<file path="src/rtl/bfm_apb_arbiter.sv">
// Round-robin arbiter sharing one APB3 master port among NREQ requesters.
// Each grant runs one full SETUP/ACCESS transfer with a 16-way PSEL decode
// on PADDR[27:24] and a wait-state watchdog that aborts hung transfers.
//
// Requester handshake: a requester raises REQ[i] with REQ_ADDR/REQ_WRITE/
// REQ_WDATA valid and holds them until it sees DONE[i]. The request fields are
// sampled once, on the edge that issues the grant, and never re-read. DONE[i]
// is a single-cycle pulse carrying RDATA/SLVERR; REQ is ignored during the
// cycle after DONE, so the requester may drop REQ on seeing DONE.
module bfm_apb_arbiter #(
    parameter int NREQ    = 4,
    parameter int TIMEOUT = 255
) (
    input  logic                 PCLK,
    input  logic                 PRESET,
    input  logic [NREQ-1:0]      REQ,
    input  logic [32*NREQ-1:0]   REQ_ADDR,
    input  logic [NREQ-1:0]      REQ_WRITE,
    input  logic [32*NREQ-1:0]   REQ_WDATA,
    output logic [NREQ-1:0]      GNT,
    output logic [NREQ-1:0]      DONE,
    output logic [31:0]          RDATA,
    output logic                 SLVERR,
    output logic                 TOUT,
    output logic                 BUSY,
    output logic [15:0]          PSEL,
    output logic [31:0]          PADDR,
    output logic                 PWRITE,
    output logic                 PENABLE,
    output logic [31:0]          PWDATA,
    input  logic [31:0]          PRDATA,
    input  logic                 PREADY,
    input  logic                 PSLVERR
);

    localparam int PW = (NREQ > 1) ? $clog2(NREQ) : 1;
    localparam int CW = (TIMEOUT > 0) ? $clog2(TIMEOUT + 1) : 1;
    localparam logic [PW-1:0] PTR_RST = PW'(NREQ - 1);
    localparam logic [CW-1:0] TO_V    = CW'(TIMEOUT);

    typedef enum logic [1:0] {
        S_IDLE     = 2'd0,
        S_SETUP    = 2'd1,
        S_ACCESS   = 2'd2,
        S_COMPLETE = 2'd3
    } state_t;

    state_t            state_q;
    logic [PW-1:0]     ptr_q;
    logic [CW-1:0]     wd_cnt_q;
    logic [NREQ-1:0]   gnt_q;
    logic [NREQ-1:0]   done_q;
    logic [31:0]       rdata_q;
    logic              slverr_q;
    logic              tout_q;
    logic              busy_q;
    logic [15:0]       psel_q;
    logic [31:0]       paddr_q;
    logic              pwrite_q;
    logic              penable_q;
    logic [31:0]       pwdata_q;

    // Arbitration result for the current IDLE cycle
    logic              pick_valid_d;
    logic [PW-1:0]     pick_idx_d;
    logic [PW-1:0]     cand_d;
    logic [NREQ-1:0]   pick_gnt_d;
    logic [31:0]       pick_addr_d;
    logic              pick_write_d;
    logic [31:0]       pick_wdata_d;

    // ACCESS-phase exit decision and completion payload
    logic              wd_hit_d;
    logic              exit_d;
    logic [31:0]       fin_rdata_d;
    logic              fin_slverr_d;
    logic              fin_tout_d;

    // Round-robin search: first set REQ bit starting just above the pointer, with wrap
    always_comb begin
        pick_valid_d = 1'b0;
        pick_idx_d   = '0;
        cand_d       = '0;
        for (int k = 1; k <= NREQ; k++) begin
            if (int'(ptr_q) + k >= NREQ) begin
                cand_d = PW'(int'(ptr_q) + k - NREQ);
            end else begin
                cand_d = PW'(int'(ptr_q) + k);
            end
            if (!pick_valid_d && REQ[cand_d]) begin
                pick_valid_d = 1'b1;
                pick_idx_d   = cand_d;
            end
        end
    end

    // Mux the winning requester's command fields
    always_comb begin
        pick_gnt_d   = '0;
        pick_addr_d  = '0;
        pick_write_d = 1'b0;
        pick_wdata_d = '0;
        for (int i = 0; i < NREQ; i++) begin
            if (pick_idx_d == PW'(i)) begin
                pick_gnt_d[i] = 1'b1;
                pick_addr_d   = REQ_ADDR[32*i +: 32];
                pick_write_d  = REQ_WRITE[i];
                pick_wdata_d  = REQ_WDATA[32*i +: 32];
            end
        end
    end

    // Watchdog fires on the ACCESS cycle that brings the stall count up to TIMEOUT;
    // a real PREADY in that same cycle still wins.
    always_comb begin
        wd_hit_d     = (TIMEOUT != 0) && (wd_cnt_q + CW'(1) == TO_V);
        exit_d       = PREADY || wd_hit_d;
        fin_rdata_d  = PREADY ? PRDATA  : 32'h0;
        fin_slverr_d = PREADY ? PSLVERR : 1'b1;
        fin_tout_d   = !PREADY;
    end

    // Transfer FSM with all APB and requester-facing outputs registered
    always_ff @(posedge PCLK) begin
        if (PRESET) begin
            state_q   <= S_IDLE;
            ptr_q     <= PTR_RST;
            wd_cnt_q  <= '0;
            gnt_q     <= '0;
            done_q    <= '0;
            rdata_q   <= '0;
            slverr_q  <= 1'b0;
            tout_q    <= 1'b0;
            busy_q    <= 1'b0;
            psel_q    <= '0;
            paddr_q   <= '0;
            pwrite_q  <= 1'b0;
            penable_q <= 1'b0;
            pwdata_q  <= '0;
        end else begin
            case (state_q)
                S_IDLE: begin
                    if (pick_valid_d) begin
                        ptr_q     <= pick_idx_d;
                        gnt_q     <= pick_gnt_d;
                        psel_q    <= 16'(1) << pick_addr_d[27:24];
                        paddr_q   <= pick_addr_d;
                        pwrite_q  <= pick_write_d;
                        pwdata_q  <= pick_wdata_d;
                        penable_q <= 1'b0;
                        busy_q    <= 1'b1;
                        state_q   <= S_SETUP;
                    end
                end
                S_SETUP: begin
                    penable_q <= 1'b1;
                    wd_cnt_q  <= '0;
                    state_q   <= S_ACCESS;
                end
                S_ACCESS: begin
                    if (exit_d) begin
                        rdata_q   <= fin_rdata_d;
                        slverr_q  <= fin_slverr_d;
                        tout_q    <= fin_tout_d;
                        done_q    <= gnt_q;
                        gnt_q     <= '0;
                        psel_q    <= '0;
                        penable_q <= 1'b0;
                        pwrite_q  <= 1'b0;
                        paddr_q   <= '0;
                        pwdata_q  <= '0;
                        state_q   <= S_COMPLETE;
                    end else begin
                        wd_cnt_q <= wd_cnt_q + CW'(1);
                    end
                end
                S_COMPLETE: begin
                    done_q  <= '0;
                    tout_q  <= 1'b0;
                    busy_q  <= 1'b0;
                    state_q <= S_IDLE;
                end
                default: begin
                    state_q <= S_IDLE;
                end
            endcase
        end
    end

    assign GNT     = gnt_q;
    assign DONE    = done_q;
    assign RDATA   = rdata_q;
    assign SLVERR  = slverr_q;
    assign TOUT    = tout_q;
    assign BUSY    = busy_q;
    assign PSEL    = psel_q;
    assign PADDR   = paddr_q;
    assign PWRITE  = pwrite_q;
    assign PENABLE = penable_q;
    assign PWDATA  = pwdata_q;

endmodule

</file>
<file path="config.mk">
export PLATFORM = sky130hd
export DESIGN_NAME = bfm_apb_arbiter
export DESIGN_NICKNAME = d
export VERILOG_FILES = /design/src/rtl/bfm_apb_arbiter.sv
export SDC_FILE = /design/constraint.sdc
export NUM_CORES = 1
export LEC_CHECK = 0
export CAP_MARGIN = 5
export CORE_AREA = 2 2 167 169
export CTS_BUF_LIST = sky130_fd_sc_hd__clkbuf_8
export DETAILED_ROUTE_END_ITERATION = 7
export DIE_AREA = 0 0 169 171
export SLEW_MARGIN = 20
export SYNTH_ARGS = -nofsm -noshare
export SYNTH_HDL_FRONTEND = slang
export SYNTH_SLANG_ARGS = --single-unit
</file>
<file path="constraint.sdc">
create_clock -name PCLK -period 5.7 [get_ports PCLK]
set_input_delay 1.14 -clock PCLK [delete_from_list [all_inputs] [get_ports PCLK]]
set_output_delay 1.14 -clock PCLK [all_outputs]
set_load 0.1 [all_outputs]
</file>
==> results of run 1 <==
[through the flow]
step / std cells / hold WS, ps / utilization (%) / total power [mW] / cell area, sq um
2_1_floorplan: 931 / 458 / - / 4.90 / 7010
3_3_place_gp: 1635 / 446 / 42.2 / 6.24 / 11500
3_5_place_dp: 1635 / 447 / 42.2 / 6.25 / 11500
4_1_cts: 1667 / 459 / 43.6 / 7.08 / 11900
5_1_grt: 1667 / 480 / 43.6 / 7.38 / 11900
6_report: 1667 / 458 / 43.6 / 7.02 / 11900
[layout make-up]
type                       instances  share of cell area (%)
clock inverter                    15                    1.26
clock buffer                      17                    1.96
inverter                          11                   0.347
timing repair buffer             439                    36.6
sequential                       137                    23.0
multi-input combinational        702                    33.2
tap                              346                    3.63
[worst max-delay path, cell delays in order]
cell and delay [ps]:
clkdlybuf4s50_1 490, o21ai_0 420, and3_2 830, a311oi_1 100, nor4b_1 940, a32o_1 290
[power by group through the flow]
stage,sequential [mW],clock (mW),combinational [mW]
floorplan,3.35,0,1.54
finish,1.43,0.802,4.78
global placement,1.44,0,4.79
CTS,1.43,0.830,4.82
global route,1.47,0.867,5.05
detailed placement,1.44,0,4.81
[kinds of logic (layout without fill, tap and decap cells)]
group / after synthesis / in the layout / synth area share, %
compound gates: 183 / 183 / 21.0
xor+xnor: 2 / 2 / 0.250
fa+ha+maj: 6 / 6 / 1.07
buf+inv: 92 / 482 / 5.11
flops: 137 / 137 / 39.1
mux: 26 / 26 / 3.82
simple gates: 485 / 485 / 29.6
[final timing paths]
kind                            depth (start not counted)        to
worst min-delay path                                    2   PSEL[3]
worst max register to register                          8    GNT[1]
worst min register to register                          2   PSEL[3]
worst max-delay path                                    6  PSEL[12]
[sequential cells by signal, summed over array words and instances, names as in the netlist]
register,count
TOUT,1
PENABLE,1
state_q,2
GNT,4
DONE,4
PWDATA,32
wd_cnt_q,8
ptr_q,2
PSEL,16
SLVERR,1
PADDR,32
RDATA,32
PWRITE,1
BUSY,1
[routing by layer]
layer,routed length (um),vias up
met5,0,-
met4,605,0
met3,2010,32
met2,14900,309
met1,13100,3877
li1,-,4067
[cells in the final DEF, fill, tap and decap left out, types with 3 or more instances in the layout]
cell	n
clkdlybuf4s50_1	423
nand2_1	247
dfxtp_1	137
nand3_1	109
nor2_1	83
a32oi_1	55
a22o_1	32
a21oi_1	29
mux2i_1	22
clkbuf_8	17
a22oi_1	16
buf_4	16
o2bb2ai_1	13
inv_1	11
nand4_1	9
o21ai_0	8
nand2b_1	7
ha_1	6
a311oi_1	5
nor2b_1	5
inv_6	5
nor3_1	4
and3_1	4
a32o_1	4
inv_8	4
or4_1	3
mux2_2	3
==> impl_metrics.tcl, run 1 <==
set metrics [dict create \
    status "finished, final reports clean" \
    ys_ff_latch 137 \
    nFillCells 2759 \
    critPathCaptureType "flip-flop" \
    rrSetupSlack_ps 2150 \
    drv_slew 0 \
    grt_max_degree 84 \
    coreArea_sq_mm 0.0273 \
    ys_types 53 \
    rows 61 \
    grt_use_met1_pct 24.9 \
    grt_use_total_pct 20.1 \
    finalClockSkew_ps 18.1 \
    gr-usage-met3_pct 4.77 \
    grt_pass1_vias 7851 \
    synth_commonest_cells "nand2_1, dfxtp_1, nand3_1, nor2_1, clkbuf_1" \
    synth-edff-count 0 \
    clkPwrFrac_pct 11.4 \
    seq_power_share_pct 20.4 \
    critPathKind "input port to flip-flop" \
    ctsResizeCount 0 \
    period_share_pct 67.4 \
    fmax_ghz 0.260 \
    cts_setup_buffers 0 \
    power.switching_mw 4.17 \
    met2_usage_pct 34.4 \
    cts_root_buf "clkbuf_8" \
    multi_input_area_sq_mm 0.00396 \
    pin_count 425 \
    fin_crit_ps 3840 \
    area_growth_pct 70.0 \
    fin_nets 1614 \
    synth.top_cell.area_share_pct 39.1 \
    initial_core_util_pct 25.6 \
    place_congestion 0.900 \
    crit_path_max_fanout 38 \
    maxCapViolCount 0 \
    via_per_inst 4.97 \
    worst_pin_slew_ps 1130 \
    antenna_found_initial 0 \
    min_path_type "flip-flop to flip-flop" \
    yosysMostFrequentCell "nand2_1" \
    rsz0062_at_grt "false" \
    tns_ps 0 \
    grt_overflow 0 \
    drc_errors 0 \
    slew_headroom_pct 24.8 \
    cts_tree "done" \
    layout-drive-gt1-share_pct 4.84 \
    diodes 0 \
    crit_path_start_kind "input port" \
    clockBufferDepth 2 \
    finalSetupViolCount 0 \
    synth_nets 1237 \
    die_y_um 171 \
    ys_async_sr_fraction_pct 0 \
    synth_area_leaders "dfxtp_1, nand2_1, nand3_1, a32oi_1, nor2_1" \
    postRouteAntennaNets 0 \
    ir_drop_v 0.000369 \
    p_sw_share_pct 59.4 \
    die_w_um 169 \
    ys_warn_count 0 \
    busiest_layer "met2" \
    p_int_mw 2.85 \
    clk_pin_slew_ps 90 \
    cts_buffers 17 \
    drt-total-wl_um 30600 \
    post-place-ws_ps 1500 \
    synth.avg_cell_area_sq_um 7.53 \
    seq_area_sq_mm 0.00274 \
    hold_viol_final 0 \
    synth_area_leader_cell "dfxtp_1" \
    via_count 8285 \
    fin_ws_ps 1860 \
    synthFlopType "dfxtp_1" \
    drt-wirelength-per-cell_um 18.4 \
    startpoint "REQ[3]" \
    holdCritStartpoint "PSEL[3]" \
    ctsHoldBuffers 0 \
    synthCells 931 \
    dp_hpwl_um 22000 \
    cp.arrival_ps 4240 \
    p_per_area_mw_per_mm2 589 \
    clk_latency_ps 470 \
    drt_first_iter_violations 418 \
    clock_sinks 137 \
    first_pass_iters 7 \
    die_area_sq_mm 0.0289 \
    grt_pass1_wl_um 44800 \
    io_buffer_count 424 \
    required_ps 6100 \
    seq_area_frac_synth_pct 39.1 \
    rr_startpoint "wd_cnt_q[0]" \
    leakage_nw 4.49 \
    syn-cell-area_sq_mm 0.00701 \
    cts.htree.levels 4 \
    comb_power_share_pct 68.2 \
]
Note: power is estimated with default switching activity, not from simulation.
==> run 2, diff against run 1 <==
--- a/config.mk
+++ b/config.mk
@@ -6,10 +6,10 @@
 export NUM_CORES = 1
 export LEC_CHECK = 0
 export CAP_MARGIN = 5
-export CORE_AREA = 2 2 167 169
+export CORE_AREA = 2 2 168 170
 export CTS_BUF_LIST = sky130_fd_sc_hd__clkbuf_8
 export DETAILED_ROUTE_END_ITERATION = 7
-export DIE_AREA = 0 0 169 171
+export DIE_AREA = 0 0 170 172
 export SLEW_MARGIN = 20
 export SYNTH_ARGS = -nofsm -noshare
 export SYNTH_HDL_FRONTEND = slang
==> constraint.sdc (replaced) <==
create_clock -name PCLK -period 3.3 [get_ports PCLK]
set_input_delay 0.66 -clock PCLK [delete_from_list [all_inputs] [get_ports PCLK]]
set_output_delay 0.66 -clock PCLK [all_outputs]
set_load 0.1 [all_outputs]
==> impl_metrics.tcl, run 2 (same netlist as run 1, synthesis figures left out) <==
set metrics [dict create \
    p_per_area_mw_per_mm2 1040 \
    period_share_pct 87.9 \
    ctsResizeCount 0 \
    cts.htree.levels 4 \
    postRouteAntennaNets 0 \
    tns_ps 0 \
    clock_sinks 137 \
    required_ps 3610 \
    drt-wirelength-per-cell_um 18.2 \
    leakage_nw 4.86 \
    dp.cells 1650 \
    rows 61 \
    drt_first_iter_violations 452 \
    antenna_found_initial 0 \
    diodes 0 \
    first_pass_iters 8 \
    coreArea_sq_mm 0.0275 \
    pin_count 425 \
    critPathCaptureType "flip-flop" \
    die_w_um 170 \
    min_path_type "flip-flop to flip-flop" \
    via_per_inst 4.94 \
    cts_setup_buffers 0 \
    dp_hpwl_um 22500 \
    met2_usage_pct 35.0 \
    crit_path_max_fanout 28 \
    crit_path_start_kind "flip-flop" \
    drv_slew 0 \
    gr-usage-met3_pct 5.13 \
    place_congestion 0.872 \
    io_buffer_count 424 \
    grt_max_degree 71 \
    grt_use_met1_pct 24.8 \
    seq_area_sq_mm 0.00274 \
    busiest_layer "met2" \
    hold_viol_final 0 \
    worst_pin_slew_ps 555 \
    grt_overflow 0 \
    fin_area_sq_mm 0.0118 \
    area_growth_pct 69.1 \
    final_common_cell "clkdlybuf4s50_1" \
    clk_latency_ps 450 \
    critPathKind "flip-flop to flip-flop" \
    fmax_ghz 0.345 \
    die_y_um 172 \
    ctsHoldBuffers 0 \
    instances_no_fill 1682 \
    fin_crit_ps 2900 \
    clk_pin_slew_ps 90 \
    layout-drive-gt1-share_pct 15.3 \
    rsz0062_at_grt "false" \
    status "finished, final reports clean" \
    finalSetupViolCount 0 \
    grt_pass1_vias 7929 \
    via_count 8301 \
    clockBufferDepth 2 \
    slew_headroom_pct 62.2 \
    die_area_sq_mm 0.0292 \
    drt-total-wl_um 30700 \
    grt_pass1_wl_um 45300 \
    cts_root_buf "clkbuf_8" \
    finalClockSkew_ps 16.3 \
    cts_buffers 17 \
    fin_nets 1629 \
    drc_errors 0 \
    final_cell_mix "clkdlybuf4s50_1, nand2_1, buf_4, dfxtp_1, nand3_1" \
    place_area_sq_mm 0.0114 \
    nFillCells 2836 \
    ir_drop_v 0.000507 \
    initial_core_util_pct 25.5 \
    cts_tree "done" \
    cp.arrival_ps 3210 \
    maxCapViolCount 0 \
    multi_input_area_sq_mm 0.00396 \
    grt_use_total_pct 20.1 \
]
[run 2: cell types whose count changed in the layout (fill, tap and decap cells not counted), sizes merged]
| cell | delta |
|---|---|
| bufinv | +2 |
| clkinvlp | -1 |
| clkdlybuf4s50 | -125 |
| buf | +140 |
| clkinv | -2 |
| inv | +1 |
[run 2: per-stage QoR]
stage | setup slack (ps) | hold slack (ps) | utilization [%] | total power [mW]
after CTS | 385 | 466 | 43.1 | 12.4
after detailed placement | 171 | 453 | 41.5 | 10.8
after floorplan | 846 | 458 | - | 8.46
after global placement | 261 | 450 | 41.5 | 10.8
final | 399 | 461 | 43.1 | 12.3
after global routing | 162 | 488 | 43.1 | 13.0
[run 2: area by class of cell]
| class | instances | share of cell area, % |
|---|---|---|
| clock inverter | 15 | 1.67 |
| tap | 346 | 3.65 |
| clock buffer | 17 | 1.98 |
| multi-input combinational | 702 | 33.4 |
| sequential | 137 | 23.2 |
| timing repair buffer | 454 | 35.8 |
| inverter | 11 | 0.349 |
[run 2: worst paths after layout]
| check | from | end | slack [ps] | depth (start not counted) |
|---|---|---|---|---|
| worst min-delay path | PSEL[3] | PSEL[3] | 460 | 2 |
| worst max-delay path | wd_cnt_q[0] | PWDATA[19] | 400 | 8 |
| worst max register to register | wd_cnt_q[0] | PWDATA[19] | 400 | 8 |
| worst min register to register | PSEL[3] | PSEL[3] | 460 | 2 |
[run 2: metal layers]
| layer | part of all wire (%) | up-vias |
|---|---|---|
| met1 | 43 | 3905 |
| met2 | 50 | 268 |
| li1 | - | 4104 |
| met3 | 6.3 | 24 |
| met5 | 0 | - |
| met4 | 1.4 | 0 |
[run 2: critical path: stages (launching register included)]
cell       delay (ps)
dfxtp_1           430
ha_1              260
nand3_1           180
or3_1             390
a2111oi_4         580
o221ai_4          360
buf_12            270
a22oi_1           200
a21oi_1            90
[run 2: power by group]
group	internal, mW	leakage (nW)	switching, mW
combinational	2.23	3.52	6.09
sequential	2.16	1.12	0.309
clock	0.722	0.218	0.824
